--- config.mk ---
export PLATFORM = sky130hd
export DESIGN_NAME = kong_anim_ctrl
export DESIGN_NICKNAME = d
export VERILOG_FILES = /design/src/rtl/kong_anim_ctrl_pkg.sv /design/src/rtl/kong_anim_ctrl_lfsr8.sv /design/src/rtl/kong_anim_ctrl.sv
export SDC_FILE = /design/constraint.sdc
export NUM_CORES = 1
export LEC_CHECK = 0
export CAP_MARGIN = 25
export CORE_MARGIN = 5
export CORE_UTILIZATION = 41
export CTS_BUF_LIST = sky130_fd_sc_hd__clkbuf_8 sky130_fd_sc_hd__clkbuf_16
export CTS_CLUSTER_DIAMETER = 100
export DETAILED_ROUTE_END_ITERATION = 8
export GPL_TIMING_DRIVEN = 0
export PLACE_DENSITY = 0.66
export SLEW_MARGIN = 30
export SYNTH_ARGS = -nofsm -noshare
export SYNTH_HDL_FRONTEND = slang
export SYNTH_HIERARCHICAL = 1
export SYNTH_SLANG_ARGS = --single-unit
--- constraint.sdc ---
create_clock -name clk -period 1.9 [get_ports clk]
set_input_delay 0.38 -clock clk [delete_from_list [all_inputs] [get_ports clk]]
set_output_delay 0.38 -clock clk [all_outputs]
set_load 0.02 [all_outputs]
--- src/rtl/kong_anim_ctrl_pkg.sv ---
// Shared Kong behaviour definitions: FSM encoding, LFSR constants and default sprite position.
package kong_anim_ctrl_pkg;

  typedef enum logic [2:0] {
    ST_IDLE    = 3'd0,
    ST_WAIT    = 3'd1,
    ST_WINDUP  = 3'd2,
    ST_THROW   = 3'd3,
    ST_RECOVER = 3'd4
  } kong_state_t;

  localparam logic [7:0] LFSR_SEED_DEF  = 8'hA5;
  localparam logic [7:0] LFSR_TAPS      = 8'hB8;  // q[7]^q[5]^q[4]^q[3]
  localparam logic [7:0] WAIT_RAND_MASK = 8'h3F;
  localparam logic [9:0] KONG_POSX      = 10'd20;
  localparam logic [8:0] KONG_POSY      = 9'd40;

  function automatic logic [7:0] lfsr_next(input logic [7:0] q);
    return {q[6:0], ^(q & LFSR_TAPS)};
  endfunction

endpackage

--- src/rtl/kong_anim_ctrl_lfsr8.sv ---
// 8-bit Fibonacci LFSR used to randomise Kong's idle time; steps once per frame tick.
module kong_lfsr8
  import kong_anim_ctrl_pkg::*;
#(
  parameter logic [7:0] SEED = LFSR_SEED_DEF
) (
  input  logic       clk,
  input  logic       clrn,
  input  logic       en,
  output logic [7:0] q
);

  logic [7:0] r_q;

  // NOTE: sequential state uses non-blocking assignments so every register samples pre-edge values.
  always_ff @(posedge clk or negedge clrn) begin
    if (!clrn)   r_q <= SEED;
    else if (en) r_q <= lfsr_next(r_q);
  end

  assign q = r_q;

endmodule

--- src/rtl/kong_anim_ctrl.sv ---
// Kong behaviour FSM: idle/wait/wind-up/throw/recover, barrel spawn handshake and throw counter.
module kong_anim_ctrl
  import kong_anim_ctrl_pkg::*;
#(
  parameter logic [9:0] POSX           = KONG_POSX,
  parameter logic [8:0] POSY           = KONG_POSY,
  parameter int         IDLE_MIN       = 60,
  parameter int         WINDUP_FRAMES  = 30,
  parameter int         RECOVER_FRAMES = 15,
  parameter int         THROW_TIMEOUT  = 8,
  parameter logic [7:0] LFSR_SEED      = LFSR_SEED_DEF
) (
  input  logic       clk,
  input  logic       clrn,
  input  logic       frame_tick,
  input  logic       isplay,
  input  logic       throw_ack,
  output logic [9:0] posx,
  output logic [8:0] posy,
  output logic       animation_state,
  output logic       kong_visible,
  output logic       throw_req,
  output logic [7:0] throw_count
);

  localparam logic [7:0] WINDUP_LAST  = 8'(WINDUP_FRAMES - 1);
  localparam logic [7:0] RECOVER_LAST = 8'(RECOVER_FRAMES - 1);
  localparam logic [7:0] THROW_LAST   = 8'(THROW_TIMEOUT - 1);

  kong_state_t r_state, w_next;
  logic [7:0]  r_frame_cnt;
  logic [7:0]  r_wait_len;
  logic [7:0]  r_throw_count;
  logic        r_pose, r_visible, r_req;
  logic [7:0]  w_lfsr;
  logic [7:0]  w_wait_len_new;
  logic        w_latch_wait;
  logic        w_count_inc;

  kong_lfsr8 #(.SEED(LFSR_SEED)) u_lfsr (
    .clk  (clk),
    .clrn (clrn),
    .en   (frame_tick),
    .q    (w_lfsr)
  );

  // Pre-advance LFSR value: the tick on the latching edge does not affect this wait length.
  assign w_wait_len_new = 8'(IDLE_MIN) + (w_lfsr & WAIT_RAND_MASK);

  // NOTE: every variable driven here gets a default first, so no path can infer a latch.
  always_comb begin
    w_next       = r_state;
    w_latch_wait = 1'b0;
    w_count_inc  = 1'b0;
    if (r_state != ST_IDLE && !isplay) begin
      w_next = ST_IDLE;
    end else begin
      case (r_state)
        ST_IDLE: if (isplay) begin
          w_next       = ST_WAIT;
          w_latch_wait = 1'b1;
        end
        ST_WAIT:   if (frame_tick && r_frame_cnt == r_wait_len - 8'd1) w_next = ST_WINDUP;
        ST_WINDUP: if (frame_tick && r_frame_cnt == WINDUP_LAST)       w_next = ST_THROW;
        ST_THROW: begin
          if (throw_ack) begin
            w_next      = ST_RECOVER;
            w_count_inc = 1'b1;
          end else if (frame_tick && r_frame_cnt == THROW_LAST) begin
            w_next = ST_RECOVER;
          end
        end
        ST_RECOVER: if (frame_tick && r_frame_cnt == RECOVER_LAST) begin
          w_next       = ST_WAIT;
          w_latch_wait = 1'b1;
        end
        default: w_next = ST_IDLE;
      endcase
    end
  end

  always_ff @(posedge clk or negedge clrn) begin
    if (!clrn) begin
      r_state       <= ST_IDLE;
      r_frame_cnt   <= 8'd0;
      r_wait_len    <= 8'd0;
      r_throw_count <= 8'd0;
      r_pose        <= 1'b0;
      r_visible     <= 1'b0;
      r_req         <= 1'b0;
    end else begin
      r_state <= w_next;
      if (w_next != r_state) r_frame_cnt <= 8'd0;
      else if (frame_tick)   r_frame_cnt <= r_frame_cnt + 8'd1;
      if (w_latch_wait) r_wait_len    <= w_wait_len_new;
      if (w_count_inc)  r_throw_count <= r_throw_count + 8'd1;
      // Outputs are registered from the next state so they change on the transition edge.
      r_pose    <= (w_next == ST_WINDUP) || (w_next == ST_THROW);
      r_visible <= (w_next != ST_IDLE);
      r_req     <= (w_next == ST_THROW);
    end
  end

  assign posx            = POSX;
  assign posy            = POSY;
  assign animation_state = r_pose;
  assign kong_visible    = r_visible;
  assign throw_req       = r_req;
  assign throw_count     = r_throw_count;

endmodule

==> impl_metrics.ini <==
[status]
outcome = complete, but fails checks
violations = negative setup slack

[cts]
path_clk_slew_ps = 80
cts_tree = built
clockBufferDepth = 2
cts_sinks = 37
cts-root-buf = clkbuf_8
clkLatencyLatePin_ps = 290
h-tree-depth = 2
cts_made_buffers = 5

[synth]
ys_types = 60
netlist_instances = 237
synth_edf_count = 0
netlist_area_um2 = 2350
synth_top_area_share_pct = 35.1
yosys_warnings = 6
yosysTopAreaCell = dfrtp_1
synthAdderAreaFrac_pct = 3.19
synth_simple_gate_area_share_pct = 17.1
synth-xor-area-share_pct = 9.31
async_flop_share_pct = 100
synth_compound_area_share_pct = 12.9
synthMuxAreaShare_pct = 5.16
synth_top_family_by_area = simple AND/OR/NAND/NOR gates
yosys-top-cells-area = dfrtp_1 35%, xnor2_1 8.2%, buf_4 6.1%
synth_top_flop_cell = dfrtp_1
synth-seq-cells = 37
syn_avg_cell_area_um2 = 9.92
seq_area_frac_synth_pct = 39.6

[power_and_ir_drop]
leakagePower_nw = 1.32
power.share.clock_pct = 19.6
p_switching_w = 0.000934
switching_share_pct = 34.4
p_int_w = 0.00178
pwr-share-comb_pct = 36.9
p_seq_share_pct = 43.5
report.power.total_w = 0.00271
power_density_nw_per_um2 = 909
ir_worst_vdd_v = 0.000669

[die]
die_x_um = 85.7
dieHeight_um = 85.7
dieArea_um2 = 7350
start_util_pct = 42.4
core_um2 = 5540
rows = 27
num_io_pins = 35

[worst_hold_path]
worstHoldStart = frame_tick
holdPathEnd = u_lfsr/q[0]
hold_depth = 2
hold_path_class = in2reg

[global_route]
grt_pass1_vias = 1690
grt_antenna_before_repair = 0
globalRouteTotalUtil_pct = 13.2
grt_overflow_total = 0
grt_pass1_wl_mm = 7.89
grt_max_degree = 27

[sta]
drv_slew = 0
relSlewSlack_pct = 66.0
fin_setup_tns_ps = -2170
rsz0062_at_grt = true
period_needed_ps = 2160
fin_skew_ps = 6.67
fin_ws_ps = -259
fmax_ghz = 0.463
worstMarginPinSlew_ps = 507
fin_crit_sh_pct = 114
setup_viol = 12
finalHoldViolations = 0

[final_layout]
drive_gt1_share_pct = 34.1
diodes = 0
fill_cells = 521
fin_nets = 303
synthToLayoutAreaGrowth_pct = 27.0
stdcell_count = 365

[setup_path]
cp-start-kind = register
criticalPathCategory = reg2reg
path_max_fanout = 3
r2r-end = animation_state
worst-r2r-setup-slack_ps = -260
slowest_delay_ps = 420
reg2reg_depth = 9
cp.required_ps = 2080
crit_chain = inv_2, ha_4, or3b_4, o31a_1, o2111ai_2, a311oi_2, buf_4, buf_6, a22o_2
arrival_ps = 2340
cp-end-kind = register
critPathSlowestCell = dfrtp_1
timing.rr.start = r_wait_len[1]

[route]
drc_errors = 0
drt-wirelength-per-cell_um = 13.4
dr_total_vias = 1790
first_iter_violations = 126
first_pass_iters = 4
vias_per_cell = 4.90
ant_nets = 0
wirelength_mm = 4.88

[flow_run]
drv_cap = 0

[place]
dp_hpwl_mm = 3.28
dp.cells = 341
place_ws_ps = -487
io_buffers = 14
globalplace.congestion = 0.787
layout make-up:
| class | instances | area (um2) | share of cell area (%) |
|---|---|---|---|
| buffer | 31 | 265 | 8.88 |
| clock buffer | 5 | 68.8 | 2.30 |
| clock inverter | 3 | 13.8 | 0.461 |
| inverter | 8 | 30.0 | 1.01 |
| multi-input combinational | 177 | 1290 | 43.3 |
| sequential | 37 | 935 | 31.3 |
| tap | 72 | 90.1 | 3.02 |
| timing repair buffer | 32 | 292 | 9.76 |
power groups by stage:
stage                     logic (W)  registers, W  clock network (W)
final                       0.00100       0.00118           0.000533
after CTS                  0.000968       0.00117           0.000548
after global routing        0.00110       0.00121           0.000578
after floorplan            0.000730       0.00114                  0
after detailed placement   0.000869       0.00119                  0
after global placement     0.000839       0.00118                  0
cell usage in the layout (no fill, tap or decap), types with 5 or more instances in the layout:
cell	netlist	final
nand4_1	6	6
xnor2_1	22	22
o21ai_0	19	10
mux2_2	9	9
nand2_1	21	21
buf_4	19	34
ha_1	6	5
inv_1	8	7
clkdlybuf4s50_1	0	12
dfrtp_1	33	30
nor2_1	12	12
conb_1	2	19
clkbuf_8	2	7
o21ai_2	0	6
buf_6	3	5
sequential cells by signal (all words and copies together) (netlist names):
name / flops
animation_state: 1
kong_visible: 1
r_frame_cnt: 8
r_state: 3
r_wait_len: 7
throw_count: 8
throw_req: 1
u_lfsr/q: 8
Yosys cell counts (2+ instances only):
cell      count
buf_6         3
ha_1          6
o211ai_1      2
clkbuf_8      2
a32oi_1       2
nand2_1      21
and4bb_2      2
xor2_1        3
buf_2         2
nand2b_1      3
a21oi_1       3
nor2b_1       2
dfstp_2       4
a31oi_1       2
nand4_1       6
conb_1        2
o21ai_0      19
buf_4        19
and3_1        5
mux2i_1       2
clkbuf_1      3
nand3_1       4
inv_1         8
nor3_1        4
mux2_2        9
xnor2_1      22
nor2_1       12
dfrtp_1      33
worst max path at each step:
stage / to / startpoint / slack [ps] / depth (start not counted)
3_3_place_gp: throw_count[7] / isplay / -450 / 7
4_1_cts: r_frame_cnt[7] / r_wait_len[0] / -240 / 8
6_report: animation_state / r_wait_len[1] / -260 / 9
3_5_place_dp: r_frame_cnt[1] / isplay / -490 / 6
2_1_floorplan: r_state[1] / r_wait_len[0] / -50 / 8
5_1_grt: animation_state / r_wait_len[0] / -330 / 9
through the flow:
stage          instance area (um2)  hold WS (ps)  utilization, %
4_1_cts                       2870           366            51.7
5_1_grt                       2990           388            53.9
6_report                      2990           375            53.9
3_3_place_gp                  2660           460            48.1
2_1_floorplan                 2430          84.4               -
3_5_place_dp                  2680           283            48.3
critical path, delay by kind of cell (launching register included):
family	cells	cell delay (ps)
AND/OR/NAND/NOR	1	400
AO/OA/AOI/OAI	4	750
buffers and inverters	3	360
adder cells (fa/ha/maj)	1	130
flip-flops	1	420
repair_timing:
action,4_1_cts,5_1_grt
setup buffers,6,8
resized for setup,16,22
pin swaps,6,5
hold buffers,1,0
hold endpoints to repair,8,0
setup endpoints to repair,22,22
cloned,1,1
cell families after synthesis:
logic type | after synthesis
buf+inv | 40
fa+ha+maj | 6
xor+xnor | 25
mux | 11
compound gates | 44
other cells | 2
flops | 37
simple gates | 72
layer usage:
layer,track usage (%),part of all wire (%)
met3,3.07,4.6
met5,0,0
met4,3.45,0.98
met2,20.5,48
met1,18.5,47
(Power assumes the default switching activity.)
